File: src/rtl/hazard_stall_ctrl.sv
// -----------------------------------------------------------------------------
// hazard_stall_ctrl
//
// Pipeline hazard sequencer for the 5-stage RV32 core with a multi-cycle
// multiplier. It generates PC / IF-ID / ID-EX hold, bubble and flush controls
// for hazards that the forwarding unit cannot cover:
//   - load-use hazards (one-cycle stall plus ID/EX bubble)
//   - multi-cycle MUL occupancy of EX (stall upstream, bubble into EX/MEM)
//   - taken-branch flushes of IF/ID and ID/EX
//
// Ports:
//   clk               core clock, rising edge
//   arst_n            asynchronous active-low reset
//   instruction_ID    instruction currently in ID
//   instruction_EX    instruction currently in EX
//   MemRead_EX        EX instruction is a load
//   branch_taken_EX   EX branch/jump resolved taken this cycle
//   stall_pc          hold PC
//   stall_ifid        hold IF/ID register
//   stall_idex        hold ID/EX register
//   bubble_idex       load NOP into ID/EX
//   bubble_exmem      load NOP into EX/MEM
//   flush_ifid        replace IF/ID with NOP
//   flush_idex        replace ID/EX with NOP
//   mul_busy          registered, high while the FSM is in MUL_BUSY
//   stall_cycles      (HAZARD_STALL_CNT_EN only) saturating count of stall_pc cycles
//   flush_events      (HAZARD_STALL_CNT_EN only) saturating count of flush_ifid cycles
//
// Optional build macro: HAZARD_STALL_CNT_EN adds the two performance counters.
// Control behaviour is identical with or without it.
//
// FSM states:
//   state    | meaning
//   ---------+-------------------------------------------------------------
//   RUN      | normal issue; MUL, branch flush and load-use are evaluated
//   MUL_BUSY | MUL holding EX; cnt counts remaining stalled cycles
// -----------------------------------------------------------------------------
module hazard_stall_ctrl #(
    parameter int MUL_LATENCY = 3,
    parameter int CNT_W       = $clog2(MUL_LATENCY) + 1
) (
    input  logic        clk,
    input  logic        arst_n,
    input  logic [31:0] instruction_ID,
    input  logic [31:0] instruction_EX,
    input  logic        MemRead_EX,
    input  logic        branch_taken_EX,
    output logic        stall_pc,
    output logic        stall_ifid,
    output logic        stall_idex,
    output logic        bubble_idex,
    output logic        bubble_exmem,
    output logic        flush_ifid,
    output logic        flush_idex,
    output logic        mul_busy
`ifdef HAZARD_STALL_CNT_EN
    ,
    output logic [31:0] stall_cycles,
    output logic [31:0] flush_events
`endif
);

    typedef enum logic {
        RUN      = 1'b0,
        MUL_BUSY = 1'b1
    } state_e;

    // The first stalled MUL cycle is spent in RUN, so the countdown is
    // loaded with LATENCY-2 and the cnt==0 cycle is the unstalled release.
    localparam bit              MUL_STALLS = (MUL_LATENCY > 1);
    localparam logic [CNT_W-1:0] CNT_LOAD  = MUL_STALLS ? CNT_W'(MUL_LATENCY - 2) : '0;

    state_e            state_q, state_d;
    logic [CNT_W-1:0]  cnt_q, cnt_d;
    logic              mul_busy_q;

    logic [4:0] rd_ex;
    logic [4:0] rs1_id;
    logic [4:0] rs2_id;
    logic       is_mul_ex;
    logic       uses_rs2_id;
    logic       load_use;

    assign rd_ex  = instruction_EX[11:7];
    assign rs1_id = instruction_ID[19:15];
    assign rs2_id = instruction_ID[24:20];

    // MUL, MULH, MULHSU, MULHU only; the divide group (funct3[2]=1) is excluded.
    assign is_mul_ex = (instruction_EX[6:0]   == 7'b0110011) &&
                       (instruction_EX[31:25] == 7'b0000001) &&
                       (instruction_EX[14]    == 1'b0);

    // R-type, store and branch read rs2; I-type carries an immediate there.
    assign uses_rs2_id = (instruction_ID[6:0] == 7'b0110011) ||
                         (instruction_ID[6:0] == 7'b0100011) ||
                         (instruction_ID[6:0] == 7'b1100011);

    assign load_use = MemRead_EX && (rd_ex != 5'd0) &&
                      ((rd_ex == rs1_id) || (uses_rs2_id && (rd_ex == rs2_id)));

    logic unused_instr_bits;
    assign unused_instr_bits = ^{instruction_ID[31:25], instruction_ID[14:7],
                                 instruction_EX[24:15]};

    always_comb begin
        state_d      = state_q;
        cnt_d        = cnt_q;
        stall_pc     = 1'b0;
        stall_ifid   = 1'b0;
        stall_idex   = 1'b0;
        bubble_idex  = 1'b0;
        bubble_exmem = 1'b0;
        flush_ifid   = 1'b0;
        flush_idex   = 1'b0;

        case (state_q)
            RUN: begin
                if (is_mul_ex && MUL_STALLS) begin
                    stall_pc     = 1'b1;
                    stall_ifid   = 1'b1;
                    stall_idex   = 1'b1;
                    bubble_exmem = 1'b1;
                    state_d      = MUL_BUSY;
                    cnt_d        = CNT_LOAD;
                end else if (branch_taken_EX) begin
                    // The ID instruction is discarded, so any load-use on it is moot.
                    flush_ifid = 1'b1;
                    flush_idex = 1'b1;
                end else if (load_use) begin
                    stall_pc    = 1'b1;
                    stall_ifid  = 1'b1;
                    bubble_idex = 1'b1;
                end
            end
            MUL_BUSY: begin
                if (cnt_q != '0) begin
                    stall_pc     = 1'b1;
                    stall_ifid   = 1'b1;
                    stall_idex   = 1'b1;
                    bubble_exmem = 1'b1;
                    cnt_d        = cnt_q - CNT_W'(1);
                end else begin
                    state_d = RUN;
                end
            end
        endcase

        // Holding ID/EX takes precedence over inserting a bubble into it.
        bubble_idex = bubble_idex & ~stall_idex;
    end

    always_ff @(posedge clk or negedge arst_n) begin
        if (!arst_n) begin
            state_q    <= RUN;
            cnt_q      <= '0;
            mul_busy_q <= 1'b0;
        end else begin
            state_q    <= state_d;
            cnt_q      <= cnt_d;
            mul_busy_q <= (state_d == MUL_BUSY);
        end
    end

    assign mul_busy = mul_busy_q;

`ifdef HAZARD_STALL_CNT_EN
    logic [31:0] stall_cycles_q;
    logic [31:0] flush_events_q;

    always_ff @(posedge clk or negedge arst_n) begin
        if (!arst_n) begin
            stall_cycles_q <= '0;
            flush_events_q <= '0;
        end else begin
            if (stall_pc && (stall_cycles_q != 32'hFFFF_FFFF)) begin
                stall_cycles_q <= stall_cycles_q + 32'd1;
            end
            if (flush_ifid && (flush_events_q != 32'hFFFF_FFFF)) begin
                flush_events_q <= flush_events_q + 32'd1;
            end
        end
    end

    assign stall_cycles = stall_cycles_q;
    assign flush_events = flush_events_q;
`endif

endmodule

File: config.mk
export PLATFORM = sky130hd
export DESIGN_NAME = hazard_stall_ctrl
export DESIGN_NICKNAME = d
export VERILOG_FILES = /design/src/rtl/hazard_stall_ctrl.sv
export SDC_FILE = /design/constraint.sdc
export NUM_CORES = 1
export LEC_CHECK = 0
export CORE_AREA = 2 2 39 41
export CTS_CLUSTER_DIAMETER = 120
export DETAILED_ROUTE_END_ITERATION = 7
export DIE_AREA = 0 0 41 43
export DONT_BUFFER_PORTS = 1
export SYNTH_ARGS = -nofsm -noshare
export SYNTH_HDL_FRONTEND = slang
export SYNTH_SLANG_ARGS = --single-unit
export TNS_END_PERCENT = 10
File: constraint.sdc
create_clock -name clk -period 2.79 [get_ports clk]
set_input_delay 0.279 -clock clk [delete_from_list [all_inputs] [get_ports clk]]
set_output_delay 0.279 -clock clk [all_outputs]
set_load 0.03 [all_outputs]
# --- Yosys cells after proc, flatten, opt, wreduce, memory -nomap -nowiden ---
# Cells that the tools add are included.
# Widths: inputs -> output; s select.
word_totals:
  register_bits: 4
  inputBits: 68
  output_inout_bits: 8
  elab_cells: 42
classes:
  n_addsub: 1
  eq_ne: 9
  n_mux: 15
  bitwise_logic: 4
  n_reduce_logical: 11
ops:
  columns: ["cell", "count"]
  rows:
  - ["$eq 7x6->1 const B", 3]
  - ["$eq 5x5->1", 2]
  - ["$mux 1", 10]
  - ["$eq 7x1->1 const B", 1]
  - ["$eq 7x7->1 const B", 1]
  - ["$mux 3", 2]
  - ["$pmux 3 s2", 1]
  - ["$logic_and 1x1->1", 5]
  - ["$reduce_bool 5->1", 1]
  - ["$pmux 1 s2", 2]
  - ["$logic_or 1x1->1", 3]
  - ["$not 1->1", 3]
  - ["$reduce_bool 3->1", 1]
  - ["$sub 3x1->3 const B", 1]
  - ["$ne 2x1->1 const B", 1]
  - ["$ne 2x2->1 const B", 1]
  - ["$reduce_and 2->1", 1]
  - ["$and 1x1->1", 1]

# --- Longest topological paths before layout ---
# Gate-level depths: netlist of run 1.
logic_depth:
  word_depth: 11
  ltp_mapped: 7
  mapped_depth_nobuf: 6

# --- Least setup slack after synthesis of run 1 ---
# Ideal clock, no wire load.
synth_path:
  path_kind: "reg2out"
  from: "register cnt_q[0]"
  to: "output stall_pc"
  t_arrival_ns: 1.885
  required_ns: 2.511
  slack_ns: 0.626
  stages_incl_launch_ff: 7
  path_buffers: 1
  cell_sequence: "dfrtp_1 > inv_1 > ha_1 > ha_1 > a21oi_2 > o21bai_1 > buf_4"
synth_via:
  elab_chain_len: 3
synth_rtl:
  columns: ["item", "line", "rtl"]
  rows:
  - ["start, declared", "74", "logic [CNT_W-1:0] cnt_q, cnt_d;"]
  - ["start signal, assigned", "159", "cnt_q <= cnt_d;"]
  - ["$reduce_bool 3->1", "136", "if (cnt_q != '0) begin"]
  - ["$mux 1", null, null]
  - ["$pmux 1 s2", null, null]
  - ["end, declared", "48", "output logic stall_pc,"]
# No other way between the ends.

==> run_results.csv, run 1 <==
group,metric,value,unit
synth,synth-seq-cells,4,
global_routing,grt_use_total,0.121,
cts,clkSlewWorstSetupHoldPaths,0.04,ns
global_routing,grt_pass1_wl,1.44,mm
run,maxCapViolCount,0,
cells_and_area,regArea,100,um^2
critical_path,r2r_end,"cnt_q[0]",
timing,max_freq,494,MHz
synth,syn_nets,124,
timing,layout_min_cycle_time,2.02,ns
drt,dr.first_iter.drc_count,3,
die,die_h,43,um
synth,synth_cell_type_count,22,
power,p_leak,0.178,nW
cells_and_area,layout-drive-gt1-share,0.158,
synth,syn_inst,54,
critical_path,crit_type,"reg -> out",
die,pin_count,76,
cells_and_area,fillers,154,
critical_path,required,2.51,ns
timing,setup_viol,0,
die,start_util,0.326,
min_path,worst_hold_path_type,"in -> async",
timing,skew,0.00504,ns
power,irDropWorstVdd,149,uV
cts,clk-insertion-delay-late,0.23,ns
cells_and_area,multi_input_area,318,um^2
drt,viasPerCell,5.51,
cts,cts.path.max_buffers,2,
critical_path,worstPathArrival,1.75,ns
synth,synth_area_leaders,"dfrtp_1, xnor2_1, xor2_1",
cts,post_cts_resized,0,
drt,drt-total-wl,975,um
die,core_area,1380,um^2
cts,hold_buffers,1,
cts,cts_inserted_buffers,3,
cts,post_cts_buffers,0,
run_status,outcome,"finished clean",
cts,clkSinkCount,4,
timing,finalCritPeriodShare,0.726,
timing,hold_viol,0,
synth,synth_area,452,um^2
critical_path,r2r_slack,1.24,ns
synth,synth_top_area_cell,"dfrtp_1",
synth,yosysWarnings,0,
critical_path,start_kind,"flip-flop",
global_routing,overflow,0,
power,powerDensity,331,nW/um^2
global_routing,grt_pass1_vias,395,
die,die_x,41,um
critical_path,critPathCaptureType,"output port",
cts,clock_tree.root_cell,"clkbuf_4",
drt,wl_per_cell,13.4,um
drt,first_pass_iters,2,
die,num_rows,14,
cells_and_area,diodes,0,
critical_path,r2r_cells,4,
cells_and_area,syn_to_final_growth,9.97,%
critical_path,crit_fanout,7,
placement,place.gp.congestion,0.702,
global_routing,antenna_found_initial,0,
timing,fin_hold_ws,0.316,ns
placement,hpwl,874,um
timing,worstMarginPinSlew,0.585,ns
timing,max-slew-margin-rel,0.612,
cts,htree_levels,1,
drt,vias,402,
critical_path,r2r-start,"mul_busy",
timing,fin_tns_setup,0,ns
timing,slew_violations,0,
placement,port_buffers,0,
synth,synth.avg_cell_area,8.36,um^2
drt,drc,0,
cts,cts_tree,"built",
die,die-area,1760,um^2
timing,rsz0062_at_grt,"no",
synth,ys_seq_area_frac,0.222,
drt,ant_nets,0,
synth,netlist.area_leader.share,0.222,
cells_and_area,final_nets,129,
global_routing,grt_start_max_net_pins,8,
registers in the layout, summed over array words and instances, names as in the netlist:
name,flops
mul_busy,1
cnt_q,3
cell usage after synthesis:
cell and number:
inv_1 3, ha_1 2, nor3_1 4, nor4b_2 1
a31oi_1 1, nand2_1 7, o22a_1 1, nor4_1 1
and4bb_2 1, xnor2_1 6, buf_4 3, a41oi_2 1
and2_1 1, nor2_1 3, nand4b_1 2, o21bai_1 1
o21ai_0 2, a21oi_2 1, dfrtp_1 4, xor2_1 4
a22o_1 2, nand3_1 3
cells by family after synthesis:
kind of cell             count (synthesis)  share of synthesized area
AND/OR/NAND/NOR                         23                      0.288
XOR/XNOR                                10                      0.194
AO/OA/AOI/OAI                            9                      0.166
buffers and inverters                    6                     0.0748
flip-flops                               4                      0.222
adder cells (fa/ha/maj)                  2                     0.0554
worst max-delay path, cell delays in order (launching register included):
cell and delay, ns:
dfrtp_1 0.55, a41oi_2 0.38, nand4b_1 0.14, nor2_1 0.44
worst max-delay path by stage:
stage | start | slack (ns) | end
CTS | mul_busy | 0.73 | bubble_idex
finish | mul_busy | 0.77 | bubble_idex
detailed placement | mul_busy | 0.98 | bubble_idex
global route | mul_busy | 0.67 | bubble_idex
global placement | mul_busy | 1.01 | bubble_idex
floorplan | cnt_q[0] | 0.63 | stall_pc
report_power, final:
group          total [mW]  switching [mW]  internal [mW]
logic              0.0339          0.0162         0.0177
registers          0.0601        0.000820         0.0593
clock network      0.0704          0.0224         0.0480
layout by cell type, fill, tap and decap left out, types with 2 or more instances in the layout:
cell	instances
a22o_1	2
buf_4	2
clkbuf_4	3
dfrtp_1	4
ha_1	2
inv_1	3
nand2_1	7
nand3_1	3
nand4b_1	2
nor2_1	3
nor3_1	4
o21ai_0	2
xnor2_1	6
xor2_1	4
routing by layer:
layer,track usage,vias up,share of wire
li1,-,197,-
met3,0.0419,0,0.13
met5,0,-,0
met4,0.0667,0,0
met1,0.124,176,0.36
met2,0.200,29,0.52
through the flow:
stage | worst slack (ns) | std cells | utilization | instance area, um^2 | power [mW]
floorplan | 0.626 | 54 | - | 452 | 0.0910
global placement | 1.01 | 69 | 0.335 | 464 | 0.0928
detailed placement | 0.979 | 69 | 0.335 | 464 | 0.0932
CTS | 0.734 | 73 | 0.359 | 497 | 0.169
global route | 0.668 | 73 | 0.359 | 497 | 0.177
finish | 0.765 | 73 | 0.359 | 497 | 0.164
layout make-up:
cell class / count / area share
flip-flops and latches: 4 / 0.202
multi-input cells: 44 / 0.640
inverters: 3 / 0.0227
clock buffers: 3 / 0.0453
repair buffers: 3 / 0.0504
well taps: 16 / 0.0403
Power figures use the tool's default switching activity.
==> run 2: changes to the inputs <==
Clock period 2.79 ns to 1.8 ns, I/O delays scaled along.
==> run_results.csv, run 2 (synthesis results as in run 1) <==
group,metric,value,unit
timing,hold_viol,0,
placement,hpwl,866,um
power,sequentialPowerShare,0.345,
critical_path,critPathBufInv,1,
drt,wl_met1,317,um
cells_and_area,diodes,0,
drt,first_pass_iters,4,
timing,skew,0.00180,ns
critical_path,crit_type,"reg -> out",
global_routing,overflow,0,
die,num_rows,14,
die,pin_count,76,
cells_and_area,layout-drive-gt1-share,0.302,
cells_and_area,fillers,142,
critical_path,r2r-start,"cnt_q[0]",
die,core_area,1380,um^2
cts,clkSinkCount,4,
critical_path,worstPathArrival,1.54,ns
critical_path,r2r_cells,7,
drt,ant_nets,0,
cts,clk-insertion-delay-late,0.23,ns
global_routing,grt_start_max_net_pins,7,
global_routing,grt_pass1_wl,1.42,mm
cts,cts_inserted_buffers,3,
cells_and_area,largest_reg_flops,3,
timing,fin_tns_setup,0,ns
cells_and_area,syn_to_final_growth,32.4,%
drt,wl_per_cell,12.6,um
critical_path,cpMaxStageDelayCell,"o21bai_4",
run_status,outcome,"finished clean",
power,internal-power,204,uW
drt,vias,417,
power,irDropWorstVdd,243,uV
timing,slew_violations,0,
cts,htree_levels,1,
global_routing,antenna_found_initial,0,
drt,route.met3.wl,110,um
placement,postPlaceCellArea,526,um^2
power,combPwrFrac,0.256,
timing,layout_min_cycle_time,1.72,ns
critical_path,required,1.62,ns
cts,clkSlewWorstSetupHoldPaths,0.04,ns
critical_path,cp_top_family,"compound AO/OA/AOI/OAI gates",
cells_and_area,final_nets,135,
timing,fin_hold_ws,0.215,ns
cts,cts_tree,"built",
cells_and_area,fin_area,598,um^2
placement,port_buffers,0,
critical_path,worstPathCellList,"inv_1 > ha_4 > ha_4 > nand2_1 > nand4b_1 > o21bai_4",
global_routing,grt_use_total,0.118,
cells_and_area,regMostFlops,"cnt_q",
cells_and_area,layout_common_cells,"nand2_1, buf_4, xnor2_1",
placement,dp_slack,0.229,ns
die,die-area,1760,um^2
critical_path,r2r_end,"cnt_q[0]",
power,p_leak,0.222,nW
placement,place.gp.congestion,0.613,
drt,dr_wl_met2,569,um
run,maxCapViolCount,0,
power,clock_power_share,0.399,
power,p_sw_frac,0.240,
timing,setup_viol,0,
cts,cts.path.max_buffers,2,
critical_path,crit_fanout,2,
min_path,worst_hold_path_type,"in -> async",
critical_path,crit_top_cell,"ha_4",
timing,finalCritPeriodShare,0.953,
critical_path,start_kind,"flip-flop",
timing,rsz0062_at_grt,"no",
die,start_util,0.326,
timing,worstMarginPinSlew,0.407,ns
critical_path,r2r_slack,0.37,ns
drt,drt-total-wl,997,um
timing,max-slew-margin-rel,0.728,
power,powerDensity,450,nW/um^2
drt,drc,0,
drt,dr.first_iter.drc_count,4,
drt,viasPerCell,5.28,
global_routing,grt_pass1_vias,408,
die,die_x,41,um
drt,topRoutingLayerUsed,"met3",
timing,max_freq,583,MHz
critical_path,slowest_delay,0.38,ns
die,die_h,43,um
power,p_sw,64.6,uW
critical_path,critPathCaptureType,"output port",
cts,clock_tree.root_cell,"clkbuf_4",
timing,setup_ws,0.0849,ns
[run 2: area by class of cell]
cell class / count / area [um^2] / area share
Clock buffer: 3 / 22.5 / 0.0377
Inverter: 3 / 11.3 / 0.0188
Multi-Input combinational cell: 44 / 362 / 0.605
Sequential cell: 4 / 100 / 0.167
Tap cell: 16 / 20.0 / 0.0335
Timing Repair Buffer: 9 / 82.6 / 0.138
[run 2: timing repair]
action,CTS,global route
setup buffers,2,0
hold buffers,1,0
pin swaps,2,3
resized for setup,1,4
endpoints found under the hold margin,4,0
setup endpoints to repair,2,2
[run 2: through the flow]
stage               total power, mW   util  instances
global route                  0.286  0.432         79
floorplan                     0.143      -         54
detailed placement            0.154  0.380         73
finish                        0.269  0.432         79
CTS                           0.273  0.416         79
global placement              0.152  0.380         73
[run 2: worst max path at each step]
| stage | from | end | slack [ns] | depth (start not counted) |
|---|---|---|---|---|
| detailed placement | cnt_q[0] | stall_ifid | 0.23 | 6 |
| finish | cnt_q[0] | stall_ifid | 0.08 | 6 |
| global placement | cnt_q[0] | stall_ifid | 0.26 | 6 |
| CTS | cnt_q[0] | stall_ifid | 0.009 | 6 |
| floorplan | cnt_q[0] | stall_pc | 0.04 | 6 |
| global route | cnt_q[1] | stall_ifid | 0.007 | 6 |
[run 2: worst register-to-register path: cells and delay by family (launching register included)]
family,cells,cell delay (ns)
fa+ha+maj,2,0.28
flops,1,0.37
buf+inv,3,0.43
compound gates,2,0.25
[run 2: per-layer routing]
layer  vias to the layer above  GRT usage
li1                        210          -
met1                       184      0.105
met2                        23      0.219
met3                         0     0.0105
met4                         0     0.0867
met5                         -          0
[run 2: power by group through the flow]
stage	Sequential, mW	Combinational (mW)	Clock (mW)
2_1_floorplan	0.0941	0.0491	0
3_3_place_gp	0.0940	0.0584	0
3_5_place_dp	0.0941	0.0600	0
4_1_cts	0.0926	0.0659	0.114
5_1_grt	0.0927	0.0766	0.116
6_report	0.0927	0.0689	0.107
